<file path="src/rtl/axi4_lite_defs_pkg.sv">
// Shared AXI4-Lite definitions: response codes, byte-address LSB and the
// write/read FSM state encodings. The response codes are also consumed by
// the master wrapper, so they live here rather than in the slave.
package axi4_lite_defs;

  localparam logic [1:0] RESP_OKAY   = 2'b00;
  localparam logic [1:0] RESP_SLVERR = 2'b10;

  // Registers are word-addressed; the two byte-offset bits are ignored.
  localparam int unsigned ADDR_LSB = 2;

  typedef enum logic [1:0] {
    W_IDLE      = 2'd0,
    W_HAVE_ADDR = 2'd1,
    W_HAVE_DATA = 2'd2,
    W_RESP      = 2'd3
  } wstate_t;

  typedef enum logic {
    R_IDLE = 1'b0,
    R_DATA = 1'b1
  } rstate_t;

endpackage

</file>
<file path="src/rtl/axi4_lite_regfile_core.sv">
// Register bank for the AXI4-Lite slave.
//   clk, rst  : rising-edge clock, synchronous active-high clear of all registers
//   wr_en     : commit strobe; wr_idx/wr_data/wr_strb select register and bytes
//   rd_idx    : combinational read index, rd_data returns the current contents
//   regs      : flattened contents, register i at bits [i*DATA_WIDTH +: DATA_WIDTH]
module axi4_lite_regfile_core #(
  parameter int DATA_WIDTH = 32,
  parameter int NUM_REGS   = 16,
  parameter int IDX_W      = $clog2(NUM_REGS)
) (
  input  logic                           clk,
  input  logic                           rst,
  input  logic                           wr_en,
  input  logic [IDX_W-1:0]               wr_idx,
  input  logic [DATA_WIDTH-1:0]          wr_data,
  input  logic [DATA_WIDTH/8-1:0]        wr_strb,
  input  logic [IDX_W-1:0]               rd_idx,
  output logic [DATA_WIDTH-1:0]          rd_data,
  output logic [NUM_REGS*DATA_WIDTH-1:0] regs
);

  localparam int NUM_BYTES = DATA_WIDTH / 8;

  logic [DATA_WIDTH-1:0] mem [NUM_REGS];

  always_ff @(posedge clk) begin
    if (rst) begin
      for (int unsigned i = 0; i < NUM_REGS; i++) begin
        mem[i] <= '0;
      end
    end else if (wr_en) begin
      for (int unsigned b = 0; b < NUM_BYTES; b++) begin
        if (wr_strb[b]) begin
          mem[wr_idx][b*8 +: 8] <= wr_data[b*8 +: 8];
        end
      end
    end
  end

  // Read is combinational from the array, so a read sampled on the same edge
  // as a write commit sees the pre-write value.
  assign rd_data = mem[rd_idx];

  always_comb begin
    regs = '0;
    for (int unsigned i = 0; i < NUM_REGS; i++) begin
      regs[i*DATA_WIDTH +: DATA_WIDTH] = mem[i];
    end
  end

endmodule

</file>
<file path="src/rtl/axi4_lite_slave_regfile.sv">
// AXI4-Lite slave terminating a register file of NUM_REGS 32-bit registers.
//   iCLK, iRST        : rising-edge clock, synchronous active-high reset
//   s_AW*/s_W*/s_B*   : write address, write data and write response channels
//   s_AR*/s_R*        : read address and read data channels
//   o_REGS            : flattened register contents, reg i at [i*DW +: DW]
// Out-of-range addresses (any bit above the index field set) answer SLVERR;
// such writes change nothing and such reads return zero.
module axi4_lite_slave_regfile
  import axi4_lite_defs::*;
#(
  parameter int ADDR_WIDTH = 32,
  parameter int DATA_WIDTH = 32,
  parameter int NUM_REGS   = 16
) (
  input  logic                           iCLK,
  input  logic                           iRST,
  input  logic                           s_AWVALID,
  output logic                           s_AWREADY,
  input  logic [ADDR_WIDTH-1:0]          s_AWADDR,
  input  logic [2:0]                     s_AWPROT,
  input  logic                           s_WVALID,
  output logic                           s_WREADY,
  input  logic [DATA_WIDTH-1:0]          s_WDATA,
  input  logic [DATA_WIDTH/8-1:0]        s_WSTRB,
  output logic                           s_BVALID,
  input  logic                           s_BREADY,
  output logic [1:0]                     s_BRESP,
  input  logic                           s_ARVALID,
  output logic                           s_ARREADY,
  input  logic [ADDR_WIDTH-1:0]          s_ARADDR,
  input  logic [2:0]                     s_ARPROT,
  output logic                           s_RVALID,
  input  logic                           s_RREADY,
  output logic [DATA_WIDTH-1:0]          s_RDATA,
  output logic [1:0]                     s_RRESP,
  output logic [NUM_REGS*DATA_WIDTH-1:0] o_REGS
);

  localparam int IDX_W  = $clog2(NUM_REGS);
  localparam int HI_LSB = ADDR_LSB + IDX_W;

  wstate_t wstate;
  rstate_t rstate;

  logic [ADDR_WIDTH-1:0]   aw_addr_q;
  logic [DATA_WIDTH-1:0]   w_data_q;
  logic [DATA_WIDTH/8-1:0] w_strb_q;

  logic aw_hs, w_hs, ar_hs;
  logic commit;
  logic [ADDR_WIDTH-1:0]   c_addr;
  logic [DATA_WIDTH-1:0]   c_data;
  logic [DATA_WIDTH/8-1:0] c_strb;
  logic                    c_ok, ar_ok;
  logic [DATA_WIDTH-1:0]   core_rd;

  logic unused_prot;
  assign unused_prot = ^{s_AWPROT, s_ARPROT};

  // Ready outputs follow state but are forced low while reset is asserted.
  assign s_AWREADY = !iRST && (wstate == W_IDLE || wstate == W_HAVE_DATA);
  assign s_WREADY  = !iRST && (wstate == W_IDLE || wstate == W_HAVE_ADDR);
  assign s_ARREADY = !iRST && (rstate == R_IDLE);

  assign aw_hs = s_AWVALID && s_AWREADY;
  assign w_hs  = s_WVALID  && s_WREADY;
  assign ar_hs = s_ARVALID && s_ARREADY;

  // Commit happens on the later of the two handshakes; the earlier one's
  // payload comes from the latch, the later one's straight from the bus.
  always_comb begin
    commit = 1'b0;
    c_addr = s_AWADDR;
    c_data = s_WDATA;
    c_strb = s_WSTRB;
    unique case (wstate)
      W_IDLE:      commit = aw_hs && w_hs;
      W_HAVE_ADDR: begin
        commit = w_hs;
        c_addr = aw_addr_q;
      end
      W_HAVE_DATA: begin
        commit = aw_hs;
        c_data = w_data_q;
        c_strb = w_strb_q;
      end
      W_RESP:      commit = 1'b0;
      default:     commit = 1'b0;
    endcase
  end

  assign c_ok  = (c_addr   >> HI_LSB) == '0;
  assign ar_ok = (s_ARADDR >> HI_LSB) == '0;

  axi4_lite_regfile_core #(
    .DATA_WIDTH (DATA_WIDTH),
    .NUM_REGS   (NUM_REGS),
    .IDX_W      (IDX_W)
  ) u_core (
    .clk     (iCLK),
    .rst     (iRST),
    .wr_en   (commit && c_ok),
    .wr_idx  (c_addr[HI_LSB-1:ADDR_LSB]),
    .wr_data (c_data),
    .wr_strb (c_strb),
    .rd_idx  (s_ARADDR[HI_LSB-1:ADDR_LSB]),
    .rd_data (core_rd),
    .regs    (o_REGS)
  );

  always_ff @(posedge iCLK) begin
    if (iRST) begin
      wstate    <= W_IDLE;
      s_BVALID  <= 1'b0;
      s_BRESP   <= RESP_OKAY;
      aw_addr_q <= '0;
      w_data_q  <= '0;
      w_strb_q  <= '0;
    end else if (commit) begin
      wstate   <= W_RESP;
      s_BVALID <= 1'b1;
      s_BRESP  <= c_ok ? RESP_OKAY : RESP_SLVERR;
    end else begin
      unique case (wstate)
        W_IDLE: begin
          if (aw_hs) begin
            aw_addr_q <= s_AWADDR;
            wstate    <= W_HAVE_ADDR;
          end else if (w_hs) begin
            w_data_q <= s_WDATA;
            w_strb_q <= s_WSTRB;
            wstate   <= W_HAVE_DATA;
          end
        end
        W_HAVE_ADDR, W_HAVE_DATA: wstate <= wstate;
        W_RESP: begin
          if (s_BREADY) begin
            s_BVALID <= 1'b0;
            wstate   <= W_IDLE;
          end
        end
        default: wstate <= W_IDLE;
      endcase
    end
  end

  always_ff @(posedge iCLK) begin
    if (iRST) begin
      rstate   <= R_IDLE;
      s_RVALID <= 1'b0;
      s_RDATA  <= '0;
      s_RRESP  <= RESP_OKAY;
    end else begin
      unique case (rstate)
        R_IDLE: begin
          if (ar_hs) begin
            s_RDATA  <= ar_ok ? core_rd : '0;
            s_RRESP  <= ar_ok ? RESP_OKAY : RESP_SLVERR;
            s_RVALID <= 1'b1;
            rstate   <= R_DATA;
          end
        end
        R_DATA: begin
          if (s_RREADY) begin
            s_RVALID <= 1'b0;
            rstate   <= R_IDLE;
          end
        end
        default: rstate <= R_IDLE;
      endcase
    end
  end

endmodule

</file>
<file path="config.mk">
export PLATFORM = sky130hd
export DESIGN_NAME = axi4_lite_slave_regfile
export DESIGN_NICKNAME = d
export VERILOG_FILES = /design/src/rtl/axi4_lite_defs_pkg.sv /design/src/rtl/axi4_lite_regfile_core.sv /design/src/rtl/axi4_lite_slave_regfile.sv
export SDC_FILE = /design/constraint.sdc
export NUM_CORES = 1
export LEC_CHECK = 0
export CORE_AREA = 2 2 261 263
export CTS_CLUSTER_SIZE = 25
export DETAILED_ROUTE_END_ITERATION = 7
export DIE_AREA = 0 0 263 265
export PLACE_DENSITY_LB_ADDON = 0.12
export SYNTH_ARGS = -nofsm -noshare
export SYNTH_HDL_FRONTEND = slang
export SYNTH_SLANG_ARGS = --single-unit
export TNS_END_PERCENT = 10
</file>
<file path="constraint.sdc">
create_clock -name iCLK -period 5.9 [get_ports iCLK]
set_input_delay 0.885 -clock iCLK [delete_from_list [all_inputs] [get_ports iCLK]]
set_output_delay 0.885 -clock iCLK [all_outputs]
set_load 0.05 [all_outputs]
</file>
==> results_dict.tcl, run 1 <==
set metrics [dict create \
    skew_ps 34.6 \
    initial_core_util_pct 43.2 \
    reg2reg_depth 6 \
    ys_seq_area_share_pct 60.6 \
    synth_area_um2 28800 \
    final.setup.worst_slack_ps 1850 \
    min_path_type "flop to flop" \
    synth-edff-count 512 \
    startpoint "wstate[1]$_SDFFE_PP0P_" \
    comb_power_share_pct 22.7 \
    slew_viol_final 0 \
    timing.rr.end "u_core.mem[3][26]$_SDFFCE_PN0P_" \
    worst-path-max-fanout 20 \
    via_count 23343 \
    clock_sinks 617 \
    worst_slew_pin_slew_ps 1270 \
    drc 0 \
    pwr-share-clk_pct 35.3 \
    cp_slowest_cell "o41ai_2" \
    grt_usage_pct 31.4 \
    ant_nets 0 \
    die_w_um 263 \
    antenna_found_initial 3 \
    synth-main-ff-cell "edfxtp_1" \
    dp_slack_ps 1430 \
    final_common_cell "clkdlybuf4s50_1" \
    final_cell_mix "clkdlybuf4s50_1, nor4_1, edfxtp_1" \
    finalWirelength_um 113000 \
    drt-wirelength-per-cell_um 31.5 \
    path_class "flop to flop" \
    hpwl_um 81000 \
    grt_pass1_vias 22176 \
    ys_ff_latch 617 \
    setup_viol 0 \
    synthToLayoutAreaGrowth_pct 32.4 \
    synth-async-reset-ratio_pct 0 \
    required_ps 6100 \
    drt-initial-drc-count 2881 \
    r2r_slack_ps 1850 \
    hold_violations 0 \
    p_per_area_nw_per_um2 313 \
    core_region_area_um2 66800 \
    crit_buf_inv 2 \
    endpoint_kind "flop" \
    cap_violations 0 \
    finalInstanceArea_um2 38200 \
    fin_crit_ps 4050 \
    max_stage_delay_ps 1150 \
    gp_congestion 0.900 \
    outcome "completed" \
    p_sw_uw 3860 \
    crit_path_start_kind "flop" \
    dieHeight_um 265 \
    leakage_uw 0.0121 \
    die_area_um2 69700 \
    fmax_mhz 247 \
    rsz0062_at_grt "no" \
    power_switching_share_pct 32.3 \
    syn-instance-count 2145 \
    cts-root-buf "clkbuf_16" \
    ctsHoldBuffers 0 \
    critPathTopFamily "compound AO/OA/AOI/OAI gates" \
    port_buffers 653 \
    vias_per_cell 6.52 \
    ys_types 48 \
    clk_latency_ps 610 \
    share_seq_of_total_power_pct 42.0 \
    rows 95 \
    drive_above_1_share_pct 15.4 \
    post_cts_buffers 0 \
    yosysTopAreaCellShare_pct 53.3 \
    synthTopCellsByArea "edfxtp_1, nor4_1, mux4_2" \
    placed_cell_area_um2 36000 \
    cts_buffer_depth 3 \
    crit_path_cell_trace "inv_1, ha_1, inv_2, o31ai_2, nand2_1, o41ai_2" \
    cts_resized 0 \
    tns_ps 0 \
    cp_num_cells 6 \
    avgSynthCellArea_um2 13.4 \
    ys_warn_count 0 \
    htreeDepth 3 \
    clk_pin_slew_ps 60 \
    first_pass_iters 6 \
    cts_buffers 67 \
    grt_overflow_total 0 \
    crit_arrival_ps 4260 \
    r2r-start "wstate[1]$_SDFFE_PP0P_" \
    finalNetCount 2770 \
    io_pins 666 \
    yosysTopAreaCell "edfxtp_1" \
    grt_pass1_wl_um 160000 \
    fin_util_pct 57.2 \
    p_int_uw 8100 \
    relSlewSlack_pct 14.6 \
    cts_tree "built" \
    cp-endpoint "u_core.mem[3][26]$_SDFFCE_PN0P_" \
    ir_worst_vdd_uv 169 \
    grt_max_degree 112 \
    fin_crit_sh_pct 68.7 \
]
[metrics by stage]
stage	instances	hold WS, ps	total power (µW)
floorplan	2146	433	6820
global placement	3455	438	7740
detailed placement	3455	443	7780
CTS	3575	453	11900
global route	3577	470	12300
finish	3579	453	12000
[registers in the layout (all words and copies together) (netlist names)]
register and count:
s_RVALID 1, s_BVALID 1, s_RRESP 1, rstate 1, wstate 2, u_core.mem 512, w_data_q 32, w_strb_q 4
aw_addr_q 30, s_BRESP 1, s_RDATA 32
[per-layer routing]
layer | vias up | track usage, % | wire, µm
met5 | - | 0 | 23
met4 | 4 | 11.2 | 4010
met3 | 185 | 7.69 | 11900
met2 | 1448 | 49.7 | 53000
met1 | 11814 | 42.4 | 43800
li1 | 9892 | - | -
[worst min path at each step]
stage | to | start | cells after the start
after floorplan | w_data_q[0]$_SDFFE_PP0P_ | w_data_q[0]$_SDFFE_PP0P_ | 2
after global placement | w_data_q[9]$_SDFFE_PP0P_ | w_data_q[9]$_SDFFE_PP0P_ | 2
after detailed placement | w_data_q[8]$_SDFFE_PP0P_ | w_data_q[8]$_SDFFE_PP0P_ | 2
after CTS | w_data_q[8]$_SDFFE_PP0P_ | w_data_q[8]$_SDFFE_PP0P_ | 2
after global routing | w_data_q[26]$_SDFFE_PP0P_ | w_data_q[26]$_SDFFE_PP0P_ | 2
final | w_data_q[15]$_SDFFE_PP0P_ | w_data_q[15]$_SDFFE_PP0P_ | 2
[logic make-up after synthesis]
family          share of synthesized area [%]
simple gates                             14.9
compound gates                           7.66
buf+inv                                  5.07
other cells                            0.0130
flops                                    60.6
fa+ha+maj                               0.217
mux                                      11.6
[power by group through the flow]
stage | combinational (µW) | sequential (µW) | clock (µW)
after floorplan | 1310 | 5510 | 0
after global placement | 2640 | 5100 | 0
after detailed placement | 2670 | 5110 | 0
after CTS | 2680 | 5020 | 4250
after global routing | 2830 | 5030 | 4440
final | 2720 | 5020 | 4220
[synth_stat cells, drive strengths merged, types with 2 or more instances]
cell / count
a22o: 33
o31ai: 2
edfxtp: 512
nor4: 529
o21ai: 38
nand2b: 6
nand3: 35
nor2: 12
mux2i: 4
a21oi: 69
buf: 151
o41ai: 64
dfxtp: 105
nand3b: 4
nor3: 3
mux4: 128
inv: 5
mux2: 37
or3: 2
nand2: 158
a22oi: 64
clkbuf: 155
nand4: 4
ha: 5
nor2b: 3
[worst min-delay path, stage by stage (launching register included)]
cell	delay [ps]
dfxtp_1	300
nand2_1	50
a21oi_1	50
[final cells by class]
class,instances,area [µm²]
antenna,3,7.51
clock buffer,90,1840
clock inverter,30,323
fill,5400,28600
inverter,5,20.0
multi-input combinational,1218,10200
sequential,617,17500
tap,873,1090
timing repair buffer,743,7260
No activity file was read; power rests on OpenSTA's default activity.
==> inputs of run 2 (changes only) <==
Settings changed: CORE_AREA 2 2 261 263 to 2 2 256 258, DIE_AREA 0 0 263 265 to 0 0 258 260.
Clock period 5.9 ns to 3.8 ns, I/O delays scaled along.
==> results_dict.tcl, run 2 (synthesis results as in run 1) <==
set metrics [dict create \
    outcome "completed" \
    final_cell_mix "clkdlybuf4s50_1, nor4_1, edfxtp_1" \
    comb_power_share_pct 23.1 \
    reg_top3 "u_core.mem: 512 flops, s_RDATA: 32 flops, w_data_q: 32 flops" \
    worst-path-max-fanout 14 \
    first_pass_iters 5 \
    vias_per_cell 6.51 \
    via_count 23588 \
    dpl.cell_count 3501 \
    regMostFlops "u_core.mem" \
    p_int_uw 12500 \
    clk_pin_slew_ps 60 \
    fin_crit_ps 3180 \
    htreeDepth 3 \
    crit_arrival_ps 3510 \
    share_seq_of_total_power_pct 42.1 \
    cap_violations 0 \
    final_common_cell "clkdlybuf4s50_1" \
    cts_buffers 67 \
    ir_worst_vdd_uv 323 \
    drt-initial-drc-count 3477 \
    grt_usage_pct 32.4 \
    p_sw_uw 6090 \
    power_switching_share_pct 32.9 \
    skew_ps 38.4 \
    min_path_cells 2 \
    reg2reg_depth 8 \
    required_ps 4130 \
    die_w_um 258 \
    antenna_found_initial 9 \
    grt_pass1_vias 22400 \
    hpwl_um 81600 \
    slew_viol_final 0 \
    largest_reg_flops 512 \
    clock_sinks 617 \
    dieHeight_um 260 \
    drc 0 \
    post_cts_buffers 0 \
    cts-root-buf "clkbuf_16" \
    r2r_slack_ps 620 \
    power.total_uw 18500 \
    drt-wirelength-per-cell_um 30.9 \
    io_pins 666 \
    final_cell_count_no_fill 3625 \
    min_path_type "flop to flop" \
    drive_above_1_share_pct 17.8 \
    clk_latency_ps 610 \
    ant_nets 0 \
    initial_core_util_pct 45.0 \
    crit_path_start_kind "flop" \
    endpoint_kind "flop" \
    die_area_um2 67100 \
    cts_resized 0 \
    worst_slew_pin_slew_ps 1150 \
    setup_viol 0 \
    dp_slack_ps 449 \
    finalNetCount 2833 \
    fmax_mhz 315 \
    path_class "flop to flop" \
    p_per_area_nw_per_um2 479 \
    cts_buffer_depth 3 \
    cts_tree "built" \
    grt_overflow_total 0 \
    hold_violations 0 \
    grt_pass1_wl_um 158000 \
    port_buffers 653 \
    tns_ps 0 \
    rows 93 \
    final.setup.worst_slack_ps 622 \
    finalWirelength_um 112000 \
    ctsHoldBuffers 0 \
    relSlewSlack_pct 23.2 \
    grt_max_degree 153 \
    core_region_area_um2 64100 \
    pwr-share-clk_pct 34.8 \
    synthToLayoutAreaGrowth_pct 34.2 \
    fin_crit_sh_pct 83.6 \
    gp_congestion 0.944 \
    rsz0062_at_grt "no" \
    leakage_uw 0.0125 \
]
-- run 2: power groups by stage --
| stage | Combinational (µW) | Clock, µW | Sequential [µW] |
|---|---|---|---|
| after detailed placement | 4230 | 0 | 7940 |
| after global placement | 4150 | 0 | 7930 |
| final | 4290 | 6450 | 7800 |
| after global routing | 4480 | 6750 | 7820 |
| after floorplan | 2040 | 0 | 8550 |
| after CTS | 4240 | 6490 | 7790 |
-- run 2: metal layers --
| metal | part of all wire, % | track usage [%] |
|---|---|---|
| met1 | 37 | 42.5 |
| met2 | 47 | 51.5 |
| met3 | 11 | 9.23 |
| met4 | 3.9 | 11.8 |
| met5 | 0.037 | 0 |
-- run 2: critical path, cell delays in order (launching register included) --
cell and delay (ps):
dfxtp_1 390, inv_1 100, ha_1 300, buf_4 220, or3_1 320, o31ai_2 160
nand2_1 690, o41ai_2 490, buf_4 220
-- run 2: final cells by class --
type / count / area [µm²]
inverters: 5 / 20.0
clock inverters: 32 / 280
multi-input cells: 1218 / 10200
flip-flops and latches: 617 / 17500
repair buffers: 806 / 7810
clock buffers: 90 / 1860
fillers: 4988 / 25400
diodes: 2 / 5.00
well taps: 855 / 1070
-- run 2: path summary, 6_finish.rpt --
path                                  from                         endpoint
setup reg to reg    wstate[1]$_SDFFE_PP0P_  u_core.mem[1][21]$_SDFFCE_PN0P_
hold reg to reg   w_data_q[1]$_SDFFE_PP0P_         w_data_q[1]$_SDFFE_PP0P_
hold / removal    w_data_q[1]$_SDFFE_PP0P_         w_data_q[1]$_SDFFE_PP0P_
setup / recovery    wstate[1]$_SDFFE_PP0P_  u_core.mem[1][21]$_SDFFCE_PN0P_
-- run 2: metrics by stage --
step | instance area (µm²) | hold WS, ps | util [%]
2_1_floorplan | 28800 | 433 | -
3_3_place_gp | 36600 | 438 | 57.0
3_5_place_dp | 36600 | 447 | 57.0
4_1_cts | 38700 | 455 | 60.4
5_1_grt | 38700 | 473 | 60.4
6_report | 38700 | 453 | 60.4
